`src/rtl/fetch_pkg.sv`:
```
// Shared widths, reset defaults and state encoding for the instruction-fetch stage.
package fetch_pkg;
  localparam int PC_W    = 32;
  localparam int INSTR_W = 32;

  localparam logic [INSTR_W-1:0] NOP_INSTR        = 32'd0;
  localparam logic [PC_W-1:0]    DEFAULT_RESET_PC = 32'd0;
  localparam logic [PC_W-1:0]    DEFAULT_PC_INC   = 32'd1;

  typedef enum logic {
    RUN  = 1'b0,
    FULL = 1'b1
  } fetch_state_t;

  typedef struct packed {
    logic [INSTR_W-1:0] instr;
    logic [PC_W-1:0]    pc;
  } fetch_word_t;
endpackage

```
`src/rtl/fetch_stage_if.sv`:
```
// Bundle of fetch-stage signals: instruction-memory handshake, redirect/flush/stall, IF/ID outputs.
interface fetch_stage_if;
  import fetch_pkg::*;

  logic [PC_W-1:0]    imem_addr;
  logic               imem_hit;
  logic [INSTR_W-1:0] imem_q;
  logic               imem_clear;
  logic               imem_hold;
  logic               jump_valid;
  logic [PC_W-1:0]    jump_addr;
  logic               flush;
  logic               id_stall;
  logic               if_valid;
  logic [INSTR_W-1:0] if_instr;
  logic [PC_W-1:0]    if_pc;

  // master is the fetch stage; slave is the memory/pipeline environment around it
  modport master (
    output imem_addr, imem_clear, imem_hold, if_valid, if_instr, if_pc,
    input  imem_hit, imem_q, jump_valid, jump_addr, flush, id_stall
  );

  modport slave (
    input  imem_addr, imem_clear, imem_hold, if_valid, if_instr, if_pc,
    output imem_hit, imem_q, jump_valid, jump_addr, flush, id_stall
  );
endinterface

```
`src/rtl/fetch_skid_buf.sv`:
```
// One-entry {instr,pc} holding buffer; clear beats load, load beats unload.
module fetch_skid_buf
  import fetch_pkg::*;
(
  input  logic        clk,
  input  logic        reset,
  input  logic        load,
  input  logic        unload,
  input  logic        clear,
  input  fetch_word_t din,
  output fetch_word_t dout,
  output logic        full
);

  fetch_word_t word_reg;
  logic        full_reg;

  always_ff @(posedge clk or negedge reset) begin
    if (!reset) begin
      word_reg <= '0;
      full_reg <= 1'b0;
    end else if (clear) begin
      full_reg <= 1'b0;
    end else if (load) begin
      word_reg <= din;
      full_reg <= 1'b1;
    end else if (unload) begin
      full_reg <= 1'b0;
    end
  end

  assign dout = word_reg;
  assign full = full_reg;

endmodule

```
`src/rtl/fetch_stage.sv`:
```
// Instruction fetch: PC, IF/ID register, one-word skid, jump/flush handling.
// Optional macro FETCH_PERF_EN adds fetch and stall performance counters.
module fetch_stage
  import fetch_pkg::*;
#(
  parameter logic [PC_W-1:0] RESET_PC = DEFAULT_RESET_PC,
  parameter logic [PC_W-1:0] PC_INC   = DEFAULT_PC_INC
) (
  input  logic                clk,
  input  logic                reset,
  fetch_stage_if.master       bus
`ifdef FETCH_PERF_EN
  ,
  output logic [31:0]         perf_fetch_cnt,
  output logic [31:0]         perf_stall_cnt
`endif
);

  fetch_state_t state_reg, state_next;
  logic [PC_W-1:0] pc_reg, pc_next;
  fetch_word_t out_reg, out_next;
  logic valid_reg, valid_next;

  logic        kill;
  logic        hit_accept;
  logic        skid_load, skid_unload, skid_clear, skid_full;
  fetch_word_t skid_dout;

  assign kill       = bus.jump_valid || bus.flush;
  assign hit_accept = bus.imem_hit && !kill && (state_reg == RUN);

  fetch_skid_buf u_skid (
    .clk    (clk),
    .reset  (reset),
    .load   (skid_load),
    .unload (skid_unload),
    .clear  (skid_clear),
    .din    ('{instr: bus.imem_q, pc: pc_reg}),
    .dout   (skid_dout),
    .full   (skid_full)
  );

  always_ff @(posedge clk or negedge reset) begin
    if (!reset) begin
      state_reg <= RUN;
      pc_reg    <= RESET_PC;
      out_reg   <= '{instr: NOP_INSTR, pc: '0};
      valid_reg <= 1'b0;
    end else begin
      state_reg <= state_next;
      pc_reg    <= pc_next;
      out_reg   <= out_next;
      valid_reg <= valid_next;
    end
  end

  always_comb begin
    state_next  = state_reg;
    pc_next     = pc_reg;
    out_next    = out_reg;
    valid_next  = valid_reg;
    skid_load   = 1'b0;
    skid_unload = 1'b0;
    skid_clear  = 1'b0;

    if (kill) begin
      // jump and flush both drop any same-cycle hit; only jump moves the PC
      if (bus.jump_valid) pc_next = bus.jump_addr;
      valid_next     = 1'b0;
      out_next.instr = NOP_INSTR;
      skid_clear     = 1'b1;
      state_next     = RUN;
    end else begin
      case (state_reg)
        RUN: begin
          if (bus.imem_hit) begin
            pc_next = pc_reg + PC_INC;
            if (bus.id_stall && valid_reg) begin
              skid_load  = 1'b1;
              state_next = FULL;
            end else begin
              out_next   = '{instr: bus.imem_q, pc: pc_reg};
              valid_next = 1'b1;
            end
          end else if (!bus.id_stall) begin
            valid_next     = 1'b0;
            out_next.instr = NOP_INSTR;
          end
        end
        FULL: begin
          if (!bus.id_stall) begin
            out_next    = skid_dout;
            valid_next  = skid_full;
            skid_unload = 1'b1;
            state_next  = RUN;
          end
        end
        default: state_next = RUN;
      endcase
    end
  end

  assign bus.imem_addr  = pc_reg;
  assign bus.imem_clear = reset && kill;
  // hold while the skid is occupied, or while a stalled decode would force the next word into it
  assign bus.imem_hold  = reset && ((state_reg == FULL) ||
                                    (bus.id_stall && valid_reg && !bus.imem_hit));
  assign bus.if_valid   = valid_reg;
  assign bus.if_instr   = out_reg.instr;
  assign bus.if_pc      = out_reg.pc;

`ifdef FETCH_PERF_EN
  logic [31:0] fetch_cnt_reg, stall_cnt_reg;

  always_ff @(posedge clk or negedge reset) begin
    if (!reset) begin
      fetch_cnt_reg <= '0;
      stall_cnt_reg <= '0;
    end else begin
      if (hit_accept)                 fetch_cnt_reg <= fetch_cnt_reg + 32'd1;
      if (bus.id_stall && valid_reg)  stall_cnt_reg <= stall_cnt_reg + 32'd1;
    end
  end

  assign perf_fetch_cnt = fetch_cnt_reg;
  assign perf_stall_cnt = stall_cnt_reg;
`endif

endmodule

```
`src/flat_wrapper.sv`:
```
// flat-port wrapper written by rule: the top's interface ports become plain ports
module fetch_stage_flat import fetch_pkg::*;
#(
  parameter logic [PC_W-1:0] RESET_PC = DEFAULT_RESET_PC,
  parameter logic [PC_W-1:0] PC_INC   = DEFAULT_PC_INC
)
  (clk, reset, bus_imem_addr, bus_imem_clear, bus_imem_hold, bus_if_valid, bus_if_instr, bus_if_pc, bus_imem_hit, bus_imem_q, bus_jump_valid, bus_jump_addr, bus_flush, bus_id_stall);
  fetch_stage_if bus_i ();
  input  logic clk;
  input  logic reset;
  output wire logic [$bits(bus_i.imem_addr)-1:0] bus_imem_addr;
  output wire logic [$bits(bus_i.imem_clear)-1:0] bus_imem_clear;
  output wire logic [$bits(bus_i.imem_hold)-1:0] bus_imem_hold;
  output wire logic [$bits(bus_i.if_valid)-1:0] bus_if_valid;
  output wire logic [$bits(bus_i.if_instr)-1:0] bus_if_instr;
  output wire logic [$bits(bus_i.if_pc)-1:0] bus_if_pc;
  input wire logic [$bits(bus_i.imem_hit)-1:0] bus_imem_hit;
  input wire logic [$bits(bus_i.imem_q)-1:0] bus_imem_q;
  input wire logic [$bits(bus_i.jump_valid)-1:0] bus_jump_valid;
  input wire logic [$bits(bus_i.jump_addr)-1:0] bus_jump_addr;
  input wire logic [$bits(bus_i.flush)-1:0] bus_flush;
  input wire logic [$bits(bus_i.id_stall)-1:0] bus_id_stall;
  assign bus_imem_addr = bus_i.imem_addr;
  assign bus_imem_clear = bus_i.imem_clear;
  assign bus_imem_hold = bus_i.imem_hold;
  assign bus_if_valid = bus_i.if_valid;
  assign bus_if_instr = bus_i.if_instr;
  assign bus_if_pc = bus_i.if_pc;
  assign bus_i.imem_hit = bus_imem_hit;
  assign bus_i.imem_q = bus_imem_q;
  assign bus_i.jump_valid = bus_jump_valid;
  assign bus_i.jump_addr = bus_jump_addr;
  assign bus_i.flush = bus_flush;
  assign bus_i.id_stall = bus_id_stall;
  fetch_stage #(.RESET_PC(RESET_PC), .PC_INC(PC_INC)) u_core (.clk(clk), .reset(reset), .bus(bus_i));
endmodule
```
`config.mk`:
```
export PLATFORM = sky130hd
export DESIGN_NAME = fetch_stage_flat
export DESIGN_NICKNAME = d
export VERILOG_FILES = /design/src/rtl/fetch_pkg.sv /design/src/rtl/fetch_stage_if.sv /design/src/rtl/fetch_skid_buf.sv /design/src/rtl/fetch_stage.sv /design/src/flat_wrapper.sv
export SDC_FILE = /design/constraint.sdc
export NUM_CORES = 1
export LEC_CHECK = 0
export CORE_MARGIN = 2
export CORE_UTILIZATION = 35
export CTS_BUF_LIST = sky130_fd_sc_hd__clkbuf_8
export DETAILED_ROUTE_END_ITERATION = 6
export SYNTH_ARGS = -nofsm -noshare
export SYNTH_HDL_FRONTEND = slang
export SYNTH_SLANG_ARGS = --single-unit
export TNS_END_PERCENT = 30
```
`constraint.sdc`:
```
create_clock -name clk -period 2.61 [get_ports clk]
set_input_delay 0.783 -clock clk [delete_from_list [all_inputs] [get_ports clk]]
set_output_delay 0.783 -clock clk [all_outputs]
set_load 0.01 [all_outputs]
```
# Word-level counts from Yosys, hierarchy flattened
# Cells that the tools add are included.
[word_totals] ff_bits=163 latch_bits=0 ram_bits=0 mem_bits_ro=0 in_bits=70 out_inout_bits=99 memories=0
[op_classes] add_sub_neg=1 multipliers=0 n_div=0 n_lt_le_gt_ge=0 n_eq_ne=8 shifts=0 mux=31 bitwise_logic=3 n_reduce_logical=13
[op_table] cell="$mux W32" count=8
[op_table] cell="$mux W64" count=2
[op_table] cell="$pmux W64 S2" count=1
[op_table] cell="$add A32 B1 Y32 const B" count=1
[op_table] cell="$mux W1" count=18
[op_table] cell="$ne A2 B2 Y1 const B" count=5
[op_table] cell="$ne A4 B3 Y1 const B" count=2
[op_table] cell="$reduce_and A3 Y1" count=2
[op_table] cell="$logic_and A1 B1 Y1" count=4
[op_table] cell="$pmux W1 S2" count=2
[op_table] cell="$reduce_and A4 Y1" count=1
[op_table] cell="$ne A3 B3 Y1 const B" count=1
[op_table] cell="$not A1 Y1" count=3
[op_table] cell="$reduce_bool A3 Y1" count=1
[op_table] cell="$logic_or A1 B1 Y1" count=2
[op_table] cell="$reduce_and A2 Y1" count=1
[op_table] cell="$reduce_bool A2 Y1" count=1
[op_table] cell="$logic_not A1 Y1" count=1

# Logic depth before layout (Yosys ltp)
[depth] word_depth=7 ltp_mapped=8

# By module
# A second synthesis with hierarchy kept.
[hier_totals] cells_unflattened=651 hier_area_um2=7626.1
[modules_own_cells] module="fetch_stage" n_inst=1 cells_per_inst=511 area_each_um2=4884.7
[modules_own_cells] module="fetch_skid_buf" n_inst=1 cells_per_inst=140 area_each_um2=2741.4

# Worst setup path after synthesis
# No wires, ideal clock.
[synth_path] path_kind="input-to-output" start="input port bus_flush" end="output port bus_imem_clear" t_arrival_ns=1.495 setup_slack_ns=0.332 stages=4 n_path_buf=2 cell_sequence="or2_1 > clkbuf_1 > clkbuf_1 > and2_1"
[synth_between] elab_chain_cells=2
[synth_lines] element="from (decl)" line="flat_wrapper.sv:21" text="input wire logic [$bits(bus_i.flush)-1:0] bus_flush;"
[synth_lines] element="$logic_or A1 B1 Y1" line="fetch_stage.sv:29" text="assign kill = bus.jump_valid || bus.flush;"
[synth_lines] element="$logic_and A1 B1 Y1" line="fetch_stage.sv:104" text="assign bus.imem_clear = reset && kill;"
[synth_lines] element="to (decl)" line="flat_wrapper.sv:12" text="output wire logic [$bits(bus_i.imem_clear)-1:0] bus_imem_clear;"
# Every way passes these cells.

# Worst setup path in the final report
[layout_path] start="input port bus_jump_valid" end="output port bus_imem_clear"
[layout_between] elab_chain_cells=2
[layout_lines] element="from (decl)" line="flat_wrapper.sv:19" text="input wire logic [$bits(bus_i.jump_valid)-1:0] bus_jump_valid;"
[layout_lines] element="$logic_or A1 B1 Y1" line="fetch_stage.sv:29"
[layout_lines] element="$logic_and A1 B1 Y1" line="fetch_stage.sv:104"
# Every way passes these cells.

==> reports/results.tsv <==
metric	value	unit
avgSynthCellArea	11.6	sq um
place_inst	1088	
ys_types	60	
syn_nets	722	
maxSlewViolCount	0	
placed_area	9770	sq um
dp_hpwl	14500	um
maxCapViolCount	0	
rrSetupSlack	0.39	ns
layout-drive-gt1-share	25.8	%
cts_tree	done	
ys_ff_latch	163	
hold_class	in2async	
layout_setup_ws	0.0860	ns
leakage	4.25	nW
gp_congestion	0.837	
p_switching	1.80	mW
finalHoldViolCount	0	
synth_edf_count	0	
p_seq_share	49.1	%
coreArea	21100	sq um
die_w	151	um
synthFlopType	dfrtp_1	
crit_arrival	1.74	ns
netlist_instances	651	
max_slew_margin	50.0	%
fin_crit	2.52	ns
ir_drop	0.354	mV
final_cells	1121	
rsz0062_at_grt	no	
async_reset_ff_share	100	%
pwr-share-comb	21.2	%
drc	0	
drtPass1Iterations	5	
wl_per_cell	18.4	um
cts_max_level	4	
ios	169	
syn-cell-area	7550	sq um
fin_area	10200	sq um
clkLatencyLatePin	0.45	ns
crit_fanout	2	
ys_seq_area_share	54.0	%
dpl_worst_slack	-0.408	ns
grt_pass1_wl	32700	um
pwr-share-clk	29.6	%
final.period_utilization	96.7	%
crit_type	in2out	
root_buffer	clkbuf_8	
seq_area	4080	sq um
io_buffers	168	
cts_setup_buffers	0	
setup.worst_path.end_class	primary output	
cts_hold_buf	0	
grt_usage	18.5	%
fin_tns_setup	0	ns
outcome	finished clean	
yosysWarnings	0	
fmax	396	MHz
antenna_found_initial	1	
die_area	22800	sq um
cts_inserted_buffers	17	
timing.final.setup_violations	0	
largest_reg_flops	64	
ff2ff_path_depth	6	
clock_skew	0.00998	ns
initial_core_util	35.8	%
p_total	6.39	mW
viasPerCell	5.32	
grt.overflow.total	0	
grt_max_degree	124	
num_vias	5968	
switching_share	28.2	%
drtIter0Drc	342	
p_per_area	628	nW/um^2
crit_path_start_kind	input pin	
worst_pin_slew	0.744	ns
syn_to_final_growth	34.8	%
clk_pin_slew	0.09	ns
multi_input_area	3280	sq um
rr_endpoint	u_core.bus.imem_addr[18]	
clk_path_buf_depth	2	
rows	53	
internal-power	4.59	mW
drt-total-wl	20600	um
dieHeight	151	um
fill_cells	1907	
cts_sinks	163	
worstPathRequired	1.83	ns
grt_pass1_vias	6178	
ant_nets	0	
rr_startpoint	u_core.bus.imem_addr[0]	
nets	903	
-- through the flow --
step | hold slack [ns] | utilization [%]
detailed placement | 0.473 | 46.3
finish | 0.122 | 48.2
floorplan | 0.475 | -
CTS | 0.0909 | 48.2
global placement | 0.466 | 46.3
global route | 0.0850 | 48.2
-- metal layers --
layer | track usage (%) | vias to the layer above | wire [um]
met5 | 0 | - | 0
met4 | 6.50 | 0 | 393
met3 | 3.80 | 23 | 905
met2 | 30.1 | 167 | 10100
met1 | 24.5 | 3038 | 9160
li1 | - | 2740 | -
-- logic make-up after synthesis --
group | after synthesis | synth area share [%]
AOI/OAI and AO/OA | 148 | 12.5
xor gates and xnor gates | 3 | 0.348
adders and majority gates | 1 | 0.166
buffers and inverters | 48 | 2.92
DFF | 163 | 54.0
muxes | 127 | 18.9
and+or+nand+nor | 161 | 11.1
-- layout make-up --
type                            count  share of cell area (%)
Multi-Input combinational cell    440                    32.2
Inverter                            3                   0.111
Clock inverter                     14                    1.49
Clock buffer                       18                    2.44
Antenna cell                        1                  0.0246
Tap cell                          275                    3.38
Timing Repair Buffer              207                    20.3
Sequential cell                   163                    40.1
-- synthesized netlist by cell type (2+ instances only) --
cell | number | share of area [%]
o21a_1 | 2 | 0.20
a22oi_1 | 32 | 3.2
inv_1 | 2 | 0.099
nor2_1 | 21 | 1.0
buf_4 | 2 | 0.20
nor3_1 | 5 | 0.33
nor2b_1 | 2 | 0.17
buf_1 | 2 | 0.099
o22a_1 | 3 | 0.35
or2_2 | 2 | 0.17
nor3b_1 | 2 | 0.20
nand2_1 | 67 | 3.3
o31ai_1 | 3 | 0.30
o311a_1 | 2 | 0.27
a21o_1 | 2 | 0.20
a31oi_1 | 4 | 0.33
a211o_1 | 5 | 0.58
dfrtp_1 | 163 | 54
or4_1 | 2 | 0.20
nor2_2 | 2 | 0.17
and3_1 | 4 | 0.33
nor4_2 | 2 | 0.33
o211ai_1 | 5 | 0.50
buf_2 | 20 | 1.3
nand2b_1 | 2 | 0.17
nand4_1 | 12 | 0.99
and2_1 | 9 | 0.75
mux2_2 | 127 | 19
xor2_1 | 2 | 0.23
o21ai_0 | 49 | 3.2
nand3_1 | 12 | 0.80
and4_1 | 4 | 0.46
nor4_1 | 4 | 0.33
o311ai_0 | 2 | 0.23
clkbuf_1 | 20 | 0.99
a21oi_1 | 23 | 1.5
o22ai_1 | 6 | 0.50
-- worst max path at each step --
stage | from | to | cells after the start
floorplan | bus_flush | bus_imem_clear | 4
global placement | bus_flush | bus_imem_clear | 4
detailed placement | bus_flush | bus_imem_clear | 4
CTS | bus_id_stall | bus_imem_hold | 5
global route | bus_jump_valid | bus_imem_clear | 4
finish | bus_jump_valid | bus_imem_clear | 4
-- repair_timing --
action / CTS / global route
gates resized for setup: 9 / 1
endpoints found under the setup margin: 2 / 1
pin swaps: 0 / 0
-- critical path, cell delays in order --
cell and delay, ns:
clkdlybuf4s50_1 0.42, or2_1 0.23, and2_1 0.16, buf_2 0.15
-- power by group through the flow --
| stage | clock, mW | combinational [mW] | sequential [mW] |
|---|---|---|---|
| floorplan | 0 | 0.517 | 3.22 |
| global placement | 0 | 1.34 | 3.17 |
| detailed placement | 0 | 1.37 | 3.19 |
| CTS | 1.95 | 1.38 | 3.14 |
| global route | 2.06 | 1.47 | 3.19 |
| finish | 1.89 | 1.36 | 3.14 |
-- layout by cell type, fill, tap and decap left out, types with 4 or more instances in the layout --
cell type,synthesis,layout
a211o_1,5,5
a21oi_1,23,23
a22oi_1,32,32
a31oi_1,4,4
and2_1,9,9
and3_1,4,4
and4_1,4,4
buf_12,0,7
buf_4,2,32
clkbuf_8,0,18
clkdlybuf4s50_1,0,163
dfrtp_1,163,162
inv_6,0,5
mux2_2,127,127
nand2_1,67,66
nand3_1,12,12
nand4_1,12,12
nor2_1,21,19
nor3_1,5,5
nor4_1,4,4
o211ai_1,5,5
o21ai_0,49,49
o22ai_1,6,6
Power figures use the tool's default switching activity.
